**src/rtl/micro_sequencer.sv**
```systemverilog
// Microprogram sequencer: holds the registered micro-PC, picks the next
// control-store address from the current microinstruction's next-state
// operation, and keeps a small return stack for microsubroutines.
// The stack is kept as a shift register with the top entry at index 0.
// This makes "top of stack" a fixed tap, so it never needs a variable index.
module micro_sequencer #(
    parameter int unsigned ADDR_W      = 8,
    parameter int unsigned STACK_DEPTH = 4,
    parameter int unsigned RESET_ADDR  = 0,
    parameter int unsigned FETCH_ADDR  = 1
) (
    input  logic                               clk,
    input  logic                               reset,
    input  logic                               hold,
    input  logic [3:0]                         ns_op,
    input  logic                               cond,
    input  logic [ADDR_W-1:0]                  cr_addr,
    input  logic [ADDR_W-1:0]                  enc_addr,
    output logic [ADDR_W-1:0]                  next_addr,
    output logic [ADDR_W-1:0]                  upc,
    output logic [$clog2(STACK_DEPTH+1)-1:0]   sp,
    output logic                               err_ovf,
    output logic                               err_unf,
    output logic                               err_op
);

    localparam int unsigned SP_W = $clog2(STACK_DEPTH + 1);

    localparam logic [ADDR_W-1:0] RST_A   = ADDR_W'(RESET_ADDR);
    localparam logic [ADDR_W-1:0] FETCH_A = ADDR_W'(FETCH_ADDR);
    localparam logic [SP_W-1:0]   SP_FULL = SP_W'(STACK_DEPTH);
    localparam logic [SP_W-1:0]   SP_ZERO = '0;

    localparam logic [3:0] OP_ENC    = 4'd0;
    localparam logic [3:0] OP_FETCH  = 4'd1;
    localparam logic [3:0] OP_JMP    = 4'd2;
    localparam logic [3:0] OP_INC    = 4'd3;
    localparam logic [3:0] OP_CJMP   = 4'd4;
    localparam logic [3:0] OP_CJMPN  = 4'd5;
    localparam logic [3:0] OP_CENC   = 4'd6;
    localparam logic [3:0] OP_CFETCH = 4'd7;
    localparam logic [3:0] OP_CALL   = 4'd8;
    localparam logic [3:0] OP_CCALL  = 4'd9;
    localparam logic [3:0] OP_RET    = 4'd10;
    localparam logic [3:0] OP_CRET   = 4'd11;
    localparam logic [3:0] OP_WAIT   = 4'd12;

    logic [ADDR_W-1:0] stack_q [STACK_DEPTH];
    logic [ADDR_W-1:0] inc;
    logic              push_req;
    logic              pop_req;
    logic              op_bad;
    logic              stk_full;
    logic              stk_empty;

    assign inc       = upc + ADDR_W'(1);
    assign stk_full  = (sp == SP_FULL);
    assign stk_empty = (sp == SP_ZERO);

    // Next-address decode and stack request; an empty-stack pop falls back to fetch.
    always_comb begin
        next_addr = inc;
        push_req  = 1'b0;
        pop_req   = 1'b0;
        op_bad    = 1'b0;
        case (ns_op)
            OP_ENC:    next_addr = enc_addr;
            OP_FETCH:  next_addr = FETCH_A;
            OP_JMP:    next_addr = cr_addr;
            OP_INC:    next_addr = inc;
            OP_CJMP:   if (cond)  next_addr = cr_addr;
            OP_CJMPN:  if (!cond) next_addr = cr_addr;
            OP_CENC:   if (cond)  next_addr = enc_addr;
            OP_CFETCH: if (cond)  next_addr = FETCH_A;
            OP_CALL: begin
                next_addr = cr_addr;
                push_req  = 1'b1;
            end
            OP_CCALL: begin
                if (cond) begin
                    next_addr = cr_addr;
                    push_req  = 1'b1;
                end
            end
            OP_RET:    pop_req = 1'b1;
            OP_CRET:   pop_req = cond;
            OP_WAIT:   if (!cond) next_addr = upc;
            default:   op_bad = 1'b1;
        endcase
        if (pop_req) begin
            next_addr = stk_empty ? FETCH_A : stack_q[0];
        end
    end

    // uPC, occupancy and sticky error flags; reset wins over hold.
    always_ff @(posedge clk) begin
        if (reset) begin
            upc     <= RST_A;
            sp      <= SP_ZERO;
            err_ovf <= 1'b0;
            err_unf <= 1'b0;
            err_op  <= 1'b0;
        end else if (!hold) begin
            upc <= next_addr;
            if (push_req) begin
                if (stk_full) err_ovf <= 1'b1;
                else          sp      <= sp + SP_W'(1);
            end
            if (pop_req) begin
                if (stk_empty) err_unf <= 1'b1;
                else           sp      <= sp - SP_W'(1);
            end
            if (op_bad) err_op <= 1'b1;
        end
    end

    // Return-stack contents; a push onto a full stack is dropped without shifting.
    always_ff @(posedge clk) begin
        if (!reset && !hold) begin
            if (push_req && !stk_full) begin
                for (int i = 1; i < STACK_DEPTH; i++) begin
                    stack_q[i] <= stack_q[i-1];
                end
                stack_q[0] <= inc;
            end else if (pop_req && !stk_empty) begin
                for (int i = 0; i < STACK_DEPTH - 1; i++) begin
                    stack_q[i] <= stack_q[i+1];
                end
            end
        end
    end

endmodule

```
**config.mk**
```make
export PLATFORM = sky130hd
export DESIGN_NAME = micro_sequencer
export DESIGN_NICKNAME = d
export VERILOG_FILES = /design/src/rtl/micro_sequencer.sv
export SDC_FILE = /design/constraint.sdc
export NUM_CORES = 1
export LEC_CHECK = 0
export CAP_MARGIN = 20
export CORE_MARGIN = 10
export CORE_UTILIZATION = 58
export DETAILED_ROUTE_END_ITERATION = 10
export GPL_TIMING_DRIVEN = 0
export PLACE_DENSITY = 0.85
export SYNTH_ARGS = -nofsm -noshare
export SYNTH_HDL_FRONTEND = slang
export SYNTH_SLANG_ARGS = --single-unit
```
**constraint.sdc**
```tcl
create_clock -name clk -period 10.05 [get_ports clk]
set_input_delay 2.5125 -clock clk [delete_from_list [all_inputs] [get_ports clk]]
set_output_delay 2.5125 -clock clk [all_outputs]
set_load 0.02 [all_outputs]
```
# Word-level counts from Yosys, hierarchy flattened
# Memories as Yosys holds them, arrays and structs flattened.
# Index checks and enable logic that the tools add are counted.
[word_totals]
memories = 1
input_bits = 24
regBits = 14
latch_bits = 0
mem_bits_ro = 0
mem_bits_rw = 32
[memory_table]
columns = ["name", "depth", "width", "read_ports", "rd_ports_with_merged_regs", "wr", "line_no", "source"]
rows = [
  ["stack_q", 4, 8, 4, 0, 4, "48", "logic [ADDR_W-1:0] stack_q [STACK_DEPTH];"],
]
[op_classes]
muxes = 25
n_eq_ne = 13
shift = 0
n_mul = 0
addsub = 3
n_bitwise = 5
order_cmp = 0
n_reduce_logical = 15
div = 0
[op_table]
columns = ["cell", "count"]
rows = [
  ["8-bit 2-to-1 mux", 10],
  ["8-bit case mux with 8 select lines", 1],
  ["4-bit equality test (second input constant)", 5],
  ["4-bit by 3-bit equality test with 1-bit output (second input constant)", 4],
  ["13-bit OR reduction", 1],
  ["3-bit 2-to-1 mux", 4],
  ["8-bit by 1-bit adder with 8-bit output (second input constant)", 1],
  ["4-bit by 2-bit equality test with 1-bit output (second input constant)", 2],
  ["1-bit 2-to-1 mux", 8],
  ["3-bit AND reduction", 2],
  ["4-bit by 1-bit equality test with 1-bit output (second input constant)", 1],
  ["1-bit zero test", 4],
  ["4-bit zero test", 1],
  ["1-bit case mux with 2 select lines", 2],
  ["2-bit OR reduction", 2],
  ["3-bit by 1-bit adder with 3-bit output (second input constant)", 1],
  ["3-bit equality test (second input constant)", 1],
  ["1-bit logical AND", 3],
  ["3-bit zero test", 1],
  ["1-bit OR", 3],
  ["3-bit by 1-bit subtractor with 3-bit output (second input constant)", 1],
  ["1-bit NOT", 2],
  ["2-bit AND reduction", 1],
]

# Depth between registers and ports, before layout
# Gate-level depths: netlist of the first run.
[logic_depth]
ltp_word = 8
depth_mapped = 8
mapped_depth_nobuf = 7

# Worst setup path after synthesis of the first run
# No wires, ideal clock.
[synth_path]
path_kind = "input to output"
from = "input port ns_op[2]"
to = "output port next_addr[5]"
stages = 6
n_path_buf = 2
arrival_ps = 4016
setup_slack_ps = 3522
path_cell_list = "buf_2 > buf_1 > a21oi_1 > o31ai_1 > a211oi_1 > o21ai_0"
[synth_between]
elab_chain_len = 4
elab_cells_between_ends = 17
[synth_lines]
columns = ["item", "line_no", "source"]
rows = [
  ["start: declaration", "15", "input logic [3:0] ns_op,"],
  ["4-bit equality test, or another cell as far along", "66", "case (ns_op)"],
  ["2-bit OR reduction (no line)", "--", ""],
  ["8-bit case mux with 8 select lines", "66", ""],
  ["8-bit 2-to-1 mux (*)", "90", "if (pop_req) begin"],
  ["end: declaration", "19", "output logic [ADDR_W-1:0] next_addr,"],
]
# Every way passes the cells marked *; elsewhere a longest branch is shown, timed or not.

# Final worst setup path of the first run
[layout_path]
from = "input port ns_op[3]"
to = "output port next_addr[4]"
# The elaborated chain is that of the path after synthesis.

==> results of run 1 <==
logic make-up after synthesis:
kind of cell	Yosys count	share of synthesized area
AO/OA/AOI/OAI	91	0.2073
adder cells (fa/ha/maj)	6	0.02554
XOR/XNOR	8	0.02384
AND/OR/NAND/NOR	105	0.1912
multiplexers	23	0.08685
buffers and inverters	31	0.04300
flip-flops	46	0.4223
critical path, stage by stage:
cell             delay [ps]
clkdlybuf4s50_1         550
or2_2                   390
a21oi_1                 610
nor2_1                  210
a222oi_1                440
a31oi_1                 180
clkdlybuf4s50_1         570
flip-flops by register name (all words and copies together), names as in the netlist:
| register | count |
|---|---|
| err_ovf | 1 |
| stack_q | 32 |
| err_op | 1 |
| sp | 3 |
| upc | 8 |
| err_unf | 1 |
per-stage QoR:
step	cell area [sq um]	std cells
2_1_floorplan	2939	310
3_3_place_gp	3463	421
3_5_place_dp	3480	422
4_1_cts	3558	429
5_1_grt	3558	429
6_report	3558	429
report_power, final:
part | switching (mW) | total [mW] | internal, mW
combinational | 0.0510 | 0.0908 | 0.0398
clock | 0.0610 | 0.108 | 0.0468
sequential | 0.00621 | 0.212 | 0.205
total | 0.118 | 0.410 | 0.292
cell usage in the layout (no fill, tap or decap), types with 3 or more instances in the layout:
master | Yosys | final
o31ai_1 | 6 | 6
clkbuf_8 | 0 | 5
edfxtp_1 | 32 | 32
mux2i_1 | 3 | 3
nand3b_1 | 4 | 4
dfxtp_1 | 14 | 14
nand2b_1 | 9 | 9
a22oi_1 | 3 | 3
ha_1 | 6 | 6
nand3_1 | 12 | 12
o21ai_0 | 12 | 12
a211oi_1 | 7 | 7
buf_2 | 8 | 8
xor2_1 | 5 | 5
nor3b_1 | 4 | 4
clkdlybuf4s50_1 | 0 | 44
nand2_1 | 20 | 20
a21oi_1 | 28 | 28
or2_2 | 3 | 3
a22o_1 | 3 | 3
or3_1 | 5 | 5
nor2_1 | 21 | 21
nor3_1 | 11 | 10
nor2b_1 | 5 | 5
xnor2_1 | 3 | 3
a31oi_1 | 10 | 10
clkbuf_1 | 7 | 7
mux2_2 | 20 | 20
inv_1 | 13 | 13
path summary, 6_finish.rpt:
check                                   start  slack (ps)  depth (start not counted)             to
worst max-delay path                 ns_op[3]        2050                          7   next_addr[4]
worst min-delay path            stack_q[2][2]         450                          0  stack_q[3][2]
worst max register to register          sp[0]        7700                          7  stack_q[1][0]
worst min register to register  stack_q[2][2]         450                          0  stack_q[3][2]
metal layers:
metal	global-route usage	vias to the layer above	share of wire	wire length (microns)
li1	-	1279	-	-
met1	0.2724	1314	0.44	3703
met2	0.3007	163	0.45	3787
met3	0.05514	28	0.092	783
met4	0.07180	0	0.023	198
met5	0	-	0	0
cell type report:
cell class / instances / area, sq um
inverter: 14 / 52.55
tap: 67 / 83.83
multi-input combinational: 233 / 1577
fill: 378 / 1259
timing repair buffer: 45 / 451.7
clock buffer: 5 / 68.82
clock inverter: 2 / 10.01
buffer: 17 / 73.82
sequential: 46 / 1241
==> flow_summary.json, run 1 <==
{
  "synth_seq_area_share": 0.4223,
  "hold_path_class": "flop to flop",
  "drive_gt1_frac": 0.1243,
  "fin_crit_sh": 0.7962,
  "synth.top_cell.area_share": 0.3269,
  "io_buffers": 44,
  "period_minus_slack_ps": 8001,
  "clk_pin_slew_ps": 80,
  "drt_iter0_markers": 345,
  "synth_seq_cells": 46,
  "synthesis.area_sq_um": 2939,
  "coreArea_sq_um": 4817,
  "die_area_sq_um": 8315,
  "synth_edf_count": 32,
  "routed_wl_mm": 8.473,
  "fin_tns_setup_ps": 0,
  "place_ws_ps": 2207,
  "crit_type": "input pin to primary output",
  "end_kind": "primary output",
  "clock_latency_ps": 300,
  "p_leak_nw": 1.235,
  "grt_max_degree": 14,
  "grt_pass1_vias": 2665,
  "dp_hpwl_mm": 6.369,
  "drtAntennaViolNets": 0,
  "rows": 25,
  "initial_utilization": 0.6101,
  "max_freq_mhz": 125.0,
  "drc": 0,
  "postLayoutSetupSlackWorst_ps": 2049,
  "grt_antenna_before_repair": 0,
  "place.gp.congestion": 0.9748,
  "synthTopCellsByArea": "edfxtp_1 (33%), dfxtp_1 (9.5%), mux2_2 (7.7%), a21oi_1 (4.8%), nor2_1 (2.7%)",
  "ir_worst_vdd_uv": 95.36,
  "status": "complete, no violations",
  "hold_viol_final": 0,
  "layout.nets": 392,
  "die_h_microns": 91.19,
  "yosys.area.top_type": "edfxtp_1",
  "ys_async_sr_fraction": 0,
  "avgSynthCellArea_sq_um": 9.481,
  "relSlewSlack": 0.3457,
  "cts_buffers": 5,
  "arrival_ps": 5490,
  "worstMarginPinSlew_ps": 972.4,
  "clockRootBuffer": "clkbuf_8",
  "synth_nets": 340,
  "grt-ovfl-total": 0,
  "ys.flop_type": "edfxtp_1",
  "cts.sinks": 46,
  "clockBufferDepth": 2,
  "first_pass_iters": 7,
  "synth_warnings": 0,
  "cts_max_level": 2,
  "finalClockSkew_ps": 7.817,
  "power_density_nw_per_um2": 115.2,
  "final_util": 0.7387,
  "required_ps": 7540,
  "syn_inst": 310,
  "post_synth_num_cell_types": 55,
  "top_level_ports": 46,
  "postCtsSetupBuffers": 0,
  "cts_resized": 0,
  "wl_per_cell_microns": 19.75,
  "hold_ws_ps": 454.1,
  "grt_pass1_wl_mm": 13.85,
  "diodes": 0,
  "dieWidth_microns": 91.19,
  "maxSlewViolCount": 0,
  "setup_viol": 0,
  "path_max_fanout": 8,
  "cap_violations": 0,
  "start_kind": "input pin",
  "power.total_mw": 0.4101,
  "synthTopCellsByCount": "edfxtp_1 (32), a21oi_1 (28), nor2_1 (21), mux2_2 (20), nand2_1 (20)",
  "via_count": 2784,
  "grt_setup_unrepaired": "no",
  "tritoncts": "built",
  "area_growth_syn_to_layout_pct": 21.07,
  "via_per_inst": 6.490,
  "holdBufCountCts": 0,
  "track_usage": 0.2015,
  "yosysMostFrequentCell": "edfxtp_1"
}
(Power assumes the default switching activity.)
==> run 2: changes to the inputs <==
--- a/config.mk
+++ b/config.mk
@@ -7,10 +7,10 @@
 export LEC_CHECK = 0
 export CAP_MARGIN = 20
 export CORE_MARGIN = 10
-export CORE_UTILIZATION = 58
+export CORE_UTILIZATION = 54
 export DETAILED_ROUTE_END_ITERATION = 10
 export GPL_TIMING_DRIVEN = 0
-export PLACE_DENSITY = 0.85
+export PLACE_DENSITY = 0.8
 export SYNTH_ARGS = -nofsm -noshare
 export SYNTH_HDL_FRONTEND = slang
 export SYNTH_SLANG_ARGS = --single-unit
==> constraint.sdc (replaced) <==
create_clock -name clk -period 7.83 [get_ports clk]
set_input_delay 1.9575 -clock clk [delete_from_list [all_inputs] [get_ports clk]]
set_output_delay 1.9575 -clock clk [all_outputs]
set_load 0.02 [all_outputs]
==> run 2 against run 1 <==
Compared with the run above:
- worst hold slack better by 4.0 ps
- via count fell by 0.47%
- routed wire length rose by 0.37%
- sequential power up 28%
- combinational power increased by 29%
- clock skew fell by 2.4 ps
- non-clock buffer count increased by 1
- largest cell class unchanged
- sequential share of layout area down 0.45 points
- die area grew 5.8%
- final cell count is 1.2% higher
==> flow_summary.json, run 2 (same netlist as run 1, synthesis figures left out) <==
{
  "crit_chain": "clkdlybuf4s50_1 -> buf_2 -> nand2_1 -> nor4_1 -> a221oi_1 -> and3_1 -> a21oi_1 -> clkdlybuf4s50_1",
  "critPathSlowestCell": "nor4_1",
  "layout_commonest_cell": "clkdlybuf4s50_1",
  "fin_tns_setup_ps": 0,
  "regMostFlops": "stack_q",
  "track_usage": 0.1975,
  "end_kind": "primary output",
  "slowest_delay_ps": 740,
  "dp_hpwl_mm": 6.466,
  "final_area_sq_um": 3605,
  "placed_cell_area_sq_um": 3495,
  "wl_per_cell_microns": 19.59,
  "maxSlewViolCount": 0,
  "final_cell_mix": "clkdlybuf4s50_1 (44), edfxtp_1 (32), a21oi_1 (28)",
  "top_level_ports": 46,
  "grt_setup_unrepaired": "no",
  "setup_viol": 0,
  "clockBufferDepth": 2,
  "drt_iter0_markers": 331,
  "crit_type": "input pin to primary output",
  "holdBufCountCts": 0,
  "clk_pin_slew_ps": 80,
  "drc": 0,
  "io_buffers": 44,
  "drtAntennaViolNets": 0,
  "place_ws_ps": 1099,
  "worstMarginPinSlew_ps": 934.6,
  "cts_resized": 0,
  "dieWidth_microns": 93.78,
  "die_h_microns": 93.78,
  "arrival_ps": 4860,
  "hold_viol_final": 0,
  "status": "complete, no violations",
  "cap_violations": 0,
  "via_count": 2771,
  "cts_max_level": 2,
  "ir_worst_vdd_uv": 103.2,
  "grt-ovfl-total": 0,
  "layout.nets": 393,
  "via_per_inst": 6.385,
  "grt_pass1_wl_mm": 13.87,
  "critPathTopFamily": "buffers and inverters",
  "cts.sinks": 46,
  "grt_max_degree": 15,
  "coreArea_sq_um": 5205,
  "clockRootBuffer": "clkbuf_8",
  "grt_antenna_before_repair": 0,
  "max_freq_mhz": 146.7,
  "reg2reg_depth": 7,
  "finalClockSkew_ps": 5.443,
  "start_kind": "input pin",
  "cp.depth": 8,
  "relSlewSlack": 0.3712,
  "hold_path_class": "flop to flop",
  "hold_depth": 0,
  "initial_utilization": 0.5647,
  "postCtsSetupBuffers": 0,
  "power_density_nw_per_um2": 156.5,
  "first_pass_iters": 6,
  "path_buf_inv": 3,
  "tritoncts": "built",
  "largest_reg_flops": 32,
  "routed_wl_mm": 8.504,
  "p_leak_nw": 1.249,
  "path_max_fanout": 10,
  "postLayoutSetupSlackWorst_ps": 1012,
  "required_ps": 5870,
  "rows": 26,
  "final_util": 0.6925,
  "cp_common_cell": "clkdlybuf4s50_1",
  "place.gp.congestion": 0.9797,
  "period_minus_slack_ps": 6818,
  "instances_no_fill": 434,
  "top_regs": "stack_q: 32 flops, upc: 8 flops, sp: 3 flops",
  "die_area_sq_um": 8794,
  "fin_crit_sh": 0.8707,
  "area_growth_syn_to_layout_pct": 22.65,
  "diodes": 0,
  "clock_latency_ps": 300,
  "cts_buffers": 5,
  "dp_cells": 426,
  "grt_pass1_vias": 2658,
  "drive_gt1_frac": 0.1264
}
[run 2: cell count changes in the layout (fill, tap and decap cells not counted), sizes merged]
cell | previous run | this run
buf | 11 | 12
bufinv | 0 | 1
clkbuf | 12 | 13
clkinv | 3 | 1
clkinvlp | 0 | 1
[run 2: worst paths after layout]
path	from	endpoint	slack (ps)
worst max-delay path	ns_op[2]	next_addr[7]	1010
worst min-delay path	stack_q[2][1]	stack_q[3][1]	460
worst max register to register	sp[0]	stack_q[1][6]	5400
worst min register to register	stack_q[2][1]	stack_q[3][1]	460
[run 2: power breakdown]
| part | total (mW) | internal (mW) | leakage [nW] | switching [mW] |
|---|---|---|---|---|
| Clock | 0.176 | 0.0952 | 0.0514 | 0.0806 |
| Combinational | 0.117 | 0.0514 | 0.789 | 0.0657 |
| Sequential | 0.271 | 0.264 | 0.408 | 0.00785 |
| Total | 0.564 | 0.410 | 1.25 | 0.154 |
[run 2: per-stage QoR]
step	power [mW]	hold slack, ps
after floorplan	0.3409	422.2
after global placement	0.3897	430.4
after detailed placement	0.3918	439.7
after CTS	0.5639	461.7
after global routing	0.5851	478.8
final	0.5643	458.1
[run 2: area by class of cell]
class	instances	area (sq um)
multi-input combinational	233	1577
fill	418	1600
buffer	17	73.82
clock buffer	6	72.57
inverter	14	52.55
clock inverter	2	37.54
sequential	46	1241
tap	70	87.58
timing repair buffer	46	462.9
[run 2: worst reg2reg max path, stage by stage (launching register included)]
cell and delay [ps]:
dfxtp_1 400, inv_1 90, ha_1 260, nor2b_1 190, nor4_4 570, nand2_2 130
buf_2 250, mux2_2 310
[run 2: layer usage]
layer,routed length (microns),track usage,share of wire,vias to the layer above
met5,0,0,0,-
met4,131,0.06456,0.015,0
met3,820,0.04956,0.096,18
met2,3985,0.3070,0.47,158
met1,3566,0.2608,0.42,1317
li1,-,-,-,1278
==> run 3: changes to the inputs <==
--- a/config.mk
+++ b/config.mk
@@ -6,7 +6,6 @@
 export NUM_CORES = 1
 export LEC_CHECK = 0
 export CAP_MARGIN = 20
-export CORE_MARGIN = 10
 export CORE_UTILIZATION = 54
 export DETAILED_ROUTE_END_ITERATION = 10
 export GPL_TIMING_DRIVEN = 0
==> run 3 against run 2 <==
Compared with the run above:
- combinational power about the same
- final cell count down 0.23%
- count of clock-buffer cells in the layout unchanged
- clock power about the same
- non-clock buffer count down 1
- global-route usage up 11 points
- first-iteration DRC count up 2.7%
- design area down 0.31%
- critical path type unchanged
==> flow_summary.json, run 3 (same netlist as run 1, synthesis figures left out) <==
{
  "initial_utilization": 0.5682,
  "hold_depth": 0,
  "setup_viol": 0,
  "grt-ovfl-total": 0,
  "grt_pass1_wl_mm": 12.77,
  "regArea_sq_um": 1241,
  "die_area_sq_um": 5742,
  "n_fill_cell": 399,
  "worstHoldEndpoint": "stack_q[3][4]",
  "track_usage": 0.3045,
  "wl_met2_mm": 3.678,
  "p_leak_nw": 1.243,
  "grt_setup_unrepaired": "no",
  "layout.nets": 392,
  "power_density_nw_per_um2": 157.4,
  "holdBufCountCts": 0,
  "coreArea_sq_um": 5172,
  "relSlewSlack": 0.2392,
  "die_h_microns": 75.78,
  "wl_per_cell_microns": 18.78,
  "drtAntennaViolNets": 0,
  "top_regs": "stack_q: 32 flops, upc: 8 flops, sp: 3 flops",
  "max_freq_mhz": 143.9,
  "ir_worst_vdd_uv": 127.1,
  "dp_hpwl_mm": 6.064,
  "clockRootBuffer": "clkbuf_8",
  "hold_start": "stack_q[2][4]",
  "regMostFlops": "stack_q",
  "worstMarginPinSlew_ps": 1131,
  "layout_commonest_cell": "clkdlybuf4s50_1",
  "tritoncts": "built",
  "multi_input_area_sq_um": 1577,
  "cts_max_level": 2,
  "drt_iter0_markers": 340,
  "grt_pass1_vias": 2503,
  "first_pass_iters": 7,
  "regToRegStartpoint": "sp[0]",
  "grt_antenna_before_repair": 0,
  "drc": 0,
  "maxSlewViolCount": 0,
  "via_per_inst": 6.476,
  "path_max_fanout": 10,
  "cts.sinks": 46,
  "postCtsSetupBuffers": 0,
  "rows": 26,
  "grt_max_degree": 15,
  "hold_viol_final": 0,
  "status": "complete, no violations",
  "power.total_mw": 0.5658,
  "fin_crit_sh": 0.8878,
  "dieWidth_microns": 75.78,
  "io_buffers": 44,
  "r2r_setup_slack_ps": 5430,
  "period_minus_slack_ps": 6951,
  "clockBufferDepth": 2,
  "cts_buffers": 5,
  "clk_pin_slew_ps": 80,
  "route.met3.wl_microns": 681,
  "diodes": 0,
  "area_growth_syn_to_layout_pct": 22.26,
  "routed.top_layer": "met4",
  "clock_latency_ps": 300,
  "largest_reg_flops": 32,
  "via_count": 2804,
  "finalClockSkew_ps": 7.320,
  "hold_path_class": "flop to flop",
  "reg2reg_depth": 7,
  "final_util": 0.6947,
  "place.gp.congestion": 0.9396,
  "final_cell_mix": "clkdlybuf4s50_1 (44), edfxtp_1 (32), a21oi_1 (28)",
  "wl_met1_mm": 3.617,
  "cap_violations": 0,
  "routed_wl_mm": 8.130,
  "regToRegEndpoint": "stack_q[0][1]",
  "crit_type": "input pin to primary output",
  "cts_resized": 0,
  "fin_tns_setup_ps": 0,
  "drive_gt1_frac": 0.1240,
  "top_level_ports": 46,
  "start_kind": "input pin",
  "required_ps": 5870,
  "end_kind": "primary output",
  "arrival_ps": 4990
}
-- run 3: where the power goes --
group	switching [mW]	total, mW	internal [mW]
clock	0.0832	0.179	0.0953
sequential	0.00767	0.271	0.264
combinational	0.0649	0.116	0.0512
-- run 3: metal layers --
layer / GRT usage / vias to the layer above
met1: 0.4462 / 1330
met2: 0.4602 / 173
met3: 0.05556 / 22
met5: 0 / -
li1: - / 1279
met4: 0.08436 / 0
-- run 3: cell type report --
class	count	share of cell area
multi-input combinational	233	0.4387
sequential	46	0.3454
timing repair buffer	45	0.1257
tap	70	0.02437
buffer	17	0.02054
clock buffer	6	0.02019
inverter	14	0.01462
clock inverter	2	0.01045
-- run 3: how the worst max path moves through the flow --
stage / slack [ps] / end / startpoint / depth (start not counted)
floorplan: 2410 / next_addr[5] / ns_op[2] / 6
global placement: 890 / next_addr[7] / ns_op[2] / 8
detailed placement: 990 / next_addr[7] / ns_op[2] / 8
CTS: 980 / next_addr[7] / ns_op[2] / 8
global route: 780 / next_addr[4] / ns_op[2] / 8
finish: 880 / next_addr[7] / ns_op[2] / 8
-- run 3: critical path, stage by stage --
cell	delay, ps
clkdlybuf4s50_1	510
buf_2	220
nand2_1	160
nor4_1	890
a221oi_1	210
and3_1	240
a21oi_1	180
clkdlybuf4s50_1	630
-- run 3: per-stage QoR --
stage / hold WS, ps / instances / area, sq um / setup WS (ps)
final: 451.9 / 433 / 3593 / 878.9
after global routing: 470.9 / 433 / 3593 / 779.7
after CTS: 452.5 / 433 / 3593 / 983.5
after detailed placement: 432.3 / 425 / 3483 / 993.1
after global placement: 425.5 / 424 / 3467 / 889.0
after floorplan: 422.2 / 310 / 2939 / 2412
==> RTL edit 1: new RTL, config.mk and constraints of run 3 <==
Make the reset (`reset`) asynchronous in one clocked block.
--- a/src/rtl/micro_sequencer.sv
+++ b/src/rtl/micro_sequencer.sv
@@ -93,7 +93,7 @@
     end
 
     // uPC, occupancy and sticky error flags; reset wins over hold.
-    always_ff @(posedge clk) begin
+    always_ff @(posedge clk or posedge reset) begin
         if (reset) begin
             upc     <= RST_A;
             sp      <= SP_ZERO;
Function: differs if reset is asserted again (counterexample within 4 cycles, from zero or initial values and one cycle with reset high); with reset held inactive, the same outputs for 4 cycles.
==> RTL edit 1 against run 3 <==
  * Critical path depth rose by 2
  * Wire length up 0.48%
  * Via count rose by 2.3%
  * First-iteration DRC count decreased by 40%
  * Die area increased by 4.4%
  * Design area rose by 4.3%
  * Synthesized area up 4.5%
  * Worst setup slack better by 0.33 ns
  * Sequential cell count unchanged
  * Maximum frequency up 5.0%
Power is not compared: it rests on default switching activity, and its combinational part moved more than twofold at a synthesized area within 25%.
==> RTL edit 1: results (changes against run 3) <==
Outcome
The run finished with clean final reports.

Setup path
The largest individual stage delay along the critical path comes from the cell sky130_fd_sc_hd__clkdlybuf4s50_1. The largest stage delay on the critical path came to 0.63 ns (-0.26 ns). The launching point of the worst reg2reg path is sp[0]$_DFFE_PP0N_. The worst register-to-register path ends at stack_q[2][2]$_DFFE_PP_. The end point of the critical path is next_addr[3]. The cell count of the worst reg-to-reg path is 9 (+2). The worst endpoint data arrival time is 4.66 ns (-0.33 ns). The minimum setup slack among reg-to-reg paths is 5.09 ns (-0.34 ns). The start point of the critical path is ns_op[1].

Global route
The global-route wire length before repair was 12,990 um (+1.7%). The number of antenna violations at the first check in global routing is 0 (unchanged). The global router's overall resource usage is 27.78% (-2.7 points). The number of global-route vias before repair is 2,692 (+7.6%).

The largest net degree at the start of global routing is 17 (+2).

Timing
The smallest hold slack was 0.4640 ns (+0.01201 ns). The maximum clock skew at final layout is 0.008790 ns (+0.001470 ns). The slew at the pin closest to its max-slew limit was 0.8688 ns (-0.2620 ns).

Finish
The number of multi-input combinational cells in the layout is 246 (+5.6%). The area share of buffers outside the clock network was 15.39% (+0.77 points). The net count reported at finish came to 413 (+5.4%).

The multi-input combinational cell area was 0.001597 sq mm (+1.3%). The number of buffers other than clock buffers in the final layout is 69 (+11%). The share of layout cells above drive strength 1 is 13.54% (+1.1 points). The relative area of clock buffers and inverters in the final design is 3.105% (+0.041 points). The area growth from synthesis to final layout is 22.00%.

The sequential cell count was 46 (unchanged). The number of fill cells is 449 (+13%). The flip-flop and latch area is 0.001311 sq mm (+5.6%).

The number of inverters outside the clock class in the layout is 15 (+1). The clock tree buffer count of the final layout is 5 (-1).

Yosys
The net count of the mapped netlist came to 359 (+5.6%). The count of mapped cells out of synthesis is 329 (+6.1%). Sorting the synthesized cells by how often they occur yields sky130_fd_sc_hd__nand2_1 (44), sky130_fd_sc_hd__edfxtp_1 (32), sky130_fd_sc_hd__nor2_1 (25), sky130_fd_sc_hd__a21oi_1 (22). The count of unique library cells instantiated by Yosys is 62 (+13%). The mean instance size in the synthesized netlist is 9.336 sq um (-1.5%). After synthesis, the cell types taking the most area are sky130_fd_sc_hd__edfxtp_1 (31%), sky130_fd_sc_hd__dfrtp_1 (11%), sky130_fd_sc_hd__nand2_1 (5.4%). The post-synthesis async set-or-reset flop share was 30.43% (+30 points). The part of the Yosys area used for sequential elements is 42.69% (+0.46 points).

Routing
The detailed router's first-iteration violation count is 204 (-40%). The per-cell routed wire length was 17.91 um (-4.6%). The total wirelength of the detailed-routed design is 8169 um (+0.48%).

Placement
The weighted congestion at the end of routability-driven global placement is 0.8809 (-6.2%). The worst slack after detailed placement is 1.272 ns (+0.2790 ns). The detailed-placement wirelength estimate is 6083 um (+0.32%). The number of placed cells counting well taps was 448 (+5.4%).

Clock tree
The post-CTS repair timing setup buffer count was 0 (unchanged). The clock slew seen by the registers of the worst setup and hold paths is 0.10 ns (+0.02 ns).

Hold path
In this run the most critical hold path is launched from stack_q[2][1]$_DFFE_PP_. The end of the worst hold path is stack_q[3][1]$_DFFE_PP_.
## RTL edit 1: changes by cell type in the layout (fill, tap and decap cells not counted), sizes merged, moves of 5 or more
cell,delta
a21oi,-5
a31oi,-7
buf,+8
dfrtp,+14
dfxtp,-14
mux2,-10
nand2,+23
nor3,-5
## RTL edit 1: logic make-up (layout without fill, tap and decap cells)
logic type | after synthesis | count (layout) | synth area share, %
adders and majority gates | 6 | 6 | 2.444
DFF | 46 | 46 | 42.69
buffers and inverters | 37 | 92 | 5.539
and+or+nand+nor | 137 | 137 | 23.58
muxes | 11 | 11 | 3.992
AOI/OAI and AO/OA | 85 | 85 | 19.76
xor gates and xnor gates | 7 | 7 | 1.996
## RTL edit 1: worst register-to-register path, cell delays in order (launching register included)
cell	delay, ns
sky130_fd_sc_hd__dfrtp_1	0.39
sky130_fd_sc_hd__inv_1	0.09
sky130_fd_sc_hd__ha_1	0.26
sky130_fd_sc_hd__nand2b_1	0.13
sky130_fd_sc_hd__clkbuf_1	0.42
sky130_fd_sc_hd__nor2_1	0.13
sky130_fd_sc_hd__nor4_2	0.39
sky130_fd_sc_hd__buf_4	0.26
sky130_fd_sc_hd__buf_4	0.19
sky130_fd_sc_hd__buf_4	0.18
## RTL edit 1: metal layers
| metal | GRT usage (%) | vias to the layer above | wire [um] |
|---|---|---|---|
| li1 | - | 1338 | - |
| met1 | 37.06 | 1382 | 3607 |
| met2 | 45.75 | 136 | 3905 |
| met3 | 4.706 | 12 | 534 |
| met4 | 9.057 | 0 | 121 |
| met5 | 0 | - | 0 |
## RTL edit 1: power by group
part           internal (uW)  switching, uW  leakage [uW]
combinational            157            193      0.000950
clock                   97.5           89.7     0.0000591
sequential               294           39.3      0.000458
total                    549            321       0.00147
==> RTL edit 2: new RTL, config.mk and constraints of run 3 <==
Made on the original files. Change the parameter `STACK_DEPTH` from 4 to 8.
--- a/src/rtl/micro_sequencer.sv
+++ b/src/rtl/micro_sequencer.sv
@@ -5,7 +5,7 @@
 // This makes "top of stack" a fixed tap, so it never needs a variable index.
 module micro_sequencer #(
     parameter int unsigned ADDR_W      = 8,
-    parameter int unsigned STACK_DEPTH = 4,
+    parameter int unsigned STACK_DEPTH = 8,
     parameter int unsigned RESET_ADDR  = 0,
     parameter int unsigned FETCH_ADDR  = 1
 ) (
Ports: changed (resized sp); port bits go from 46 to 47. No check against the original RTL was run, so the function may have changed too.
==> RTL edit 2 against run 3 <==
  * Die area rose by 52%
  * Worst setup slack improved by 0.23 ns
  * Sequential share of layout area rose by 7.5 points
  * Synthesized area rose by 54%
  * Wire length rose by 45%
  * Worst hold slack improved by 0.0070 ns
  * Power rose by 56%
  * Sequential cell count rose by 33
  * Design area rose by 47%
  * Critical endpoint is now next_addr[6]
  * Largest power group unchanged
==> RTL edit 2: results (changes against run 3) <==
Outcome
The flow ran to the end, and the final reports show no timing, DRC or antenna violations.

Yosys
The count of flip-flops with a built-in enable after synthesis is 64 (+100%). The post-synthesis async set-or-reset flop share is 0% (unchanged). The net count of the mapped netlist came to 489 (+44%). By area the synthesized netlist is led by sky130_fd_sc_hd__edfxtp_1 (43%), sky130_fd_sc_hd__nand2_1 (8.6%), sky130_fd_sc_hd__dfxtp_1 (6.7%). The adder and majority gate portion of the synthesized area was 1.386% (-1.2 points). By count the netlist is led by sky130_fd_sc_hd__nand2_1 (104), sky130_fd_sc_hd__edfxtp_1 (64), sky130_fd_sc_hd__nor2_1 (36), sky130_fd_sc_hd__a21oi_1 (21), sky130_fd_sc_hd__mux2_1 (17). The synthesized-area fraction occupied by ao, oa, aoi and oai cells is 14.61% (-6.1 points). The part of the Yosys area used for sequential elements is 49.24% (+7.0 points). The count of unique library cells instantiated by Yosys came to 70 (+27%). The XOR/XNOR share of the synthesized area is 1.358% (-1.0 points). The share of synthesized area spent on multiplexers is 7.430% (-1.3 points).

Power
The largest voltage drop on the vdd net is 153.4 uV (+21%). The leakage power of the design is 0.001896 uW (+53%). The internal power component is 634.9 uW (+55%).

Setup path
The largest stage delay on the critical path is 0.68 ns (-0.21 ns). The critical-path cell with the highest stage delay is sky130_fd_sc_hd__clkdlybuf4s50_1. The worst endpoint data arrival time is 4.76 ns (-0.23 ns).

Clock tree
The tree is rooted in a sky130_fd_sc_hd__clkbuf_8. The deepest level of the CTS H-tree is 3 (+1). The worst-case clock buffer depth was 2 (unchanged). The worst-skew pair later-pin latency is 0.36 ns (+0.06 ns). The clock slew seen by the registers of the worst setup and hold paths is 0.09 ns. The post-CTS repair timing setup buffer count came to 0 (unchanged). The number of buffers created by CTS is 9 (+4).

Routing
The detailed router's first-iteration violation count is 239 (-30%). The total wirelength of the detailed-routed design was 11,770 um (+45%). The total number of vias was 3,734 (+33%). The number of iterations in the first detailed-routing pass came to 4 (-3).

Finish
The number of inserted diodes came to 0 (unchanged). The largest registers in the layout are stack_q (64), upc (8), sp (4). The share of layout cells above drive strength 1 is 12.28% (-0.11 points). The net count reported at finish was 545 (+39%).

Placement
The number of buffers added on ports is 44 (unchanged). The weighted congestion at the end of routability-driven global placement is 0.9231 (-1.8%). The detailed-placement wirelength estimate is 8535 um (+41%).

Global route
The global router's overall resource usage is 28.54% (-1.9 points). The global-route wire length before repair came to 18,810 um (+47%). The largest net degree at the start of global routing is 36 (+21).

Timing
The slew at the pin closest to its max-slew limit is 0.7433 ns (-0.3875 ns). The maximum clock skew at final layout is 0.01202 ns (+0.004700 ns).

Hold path
The type of the most critical hold path is register to register.
RTL edit 2: cell types whose count changed after synthesis, moves of 6 or more:
cell                              run 3  this run
sky130_fd_sc_hd__edfxtp_1            32        64
sky130_fd_sc_hd__o21ai_1              0         6
sky130_fd_sc_hd__mux2_1               0        17
sky130_fd_sc_hd__inv_1               13         6
sky130_fd_sc_hd__a21oi_1             28        21
sky130_fd_sc_hd__nor2_1              21        36
sky130_fd_sc_hd__mux2_2              20        11
sky130_fd_sc_hd__nand2_1             20       104
sky130_fd_sc_hd__buf_4                0         6
RTL edit 2: area by class of cell:
class                   count  area (sq um)
fillers                   627          2600
flip-flops and latches     79          2222
multi-input cells         344          2111
repair buffers             45         460.4
plain buffers              28         153.9
well taps                 102         127.6
clock buffers               9         123.9
clock inverters             7         55.05
inverters                   9         33.78
RTL edit 2: per-layer routing:
metal  up-vias  part of all wire (%)  global-route usage (%)
li1       1788                     -                       -
met1      1772                    42                   34.85
met2       139                    50                   49.94
met3        35                   5.2                   4.228
met4         0                   2.9                   12.56
met5         -                     0                       0
RTL edit 2: worst paths after layout:
kind,from,end,slack (ns),cells after the start
max,ns_op[3],next_addr[6],1.11,10
min,stack_q[1][20]$_DFFE_PP_,stack_q[1][28]$_DFFE_PP_,0.46,0
max reg2reg,sp[0]$_SDFFE_PP0N_,stack_q[1][14]$_DFFE_PP_,5.53,7
min reg2reg,stack_q[1][20]$_DFFE_PP_,stack_q[1][28]$_DFFE_PP_,0.46,0
RTL edit 2: power groups by stage:
stage	combinational (uW)	sequential [uW]	clock, uW
after global placement	138	475	0
after detailed placement	138	475	0
after floorplan	79.3	477	0
after CTS	139	466	281
after global routing	152	466	294
final	141	466	278
RTL edit 2: cell families after synthesis:
kind of cell | Yosys count
DFF | 79
AOI/OAI and AO/OA | 94
muxes | 30
buffers and inverters | 37
adders and majority gates | 5
xor gates and xnor gates | 7
and+or+nand+nor | 208
RTL edit 2: critical path, delay by kind of cell:
kind                   cells  cell delay, ns
AOI/OAI and AO/OA          3            0.70
buffers and inverters      4            1.76
and+or+nand+nor            3            0.32
RTL edit 2: through the flow:
step	util, %	setup slack, ns	cell area (sq um)	total power (uW)	std cells
after floorplan	-	2.309	4513	556.1	460
after global placement	64.42	0.9317	5081	612.9	606
after detailed placement	64.77	1.169	5109	613.6	607
after CTS	67.04	1.162	5288	885.7	623
after global routing	67.04	0.9999	5288	912.6	623
final	67.04	1.114	5288	884.5	623
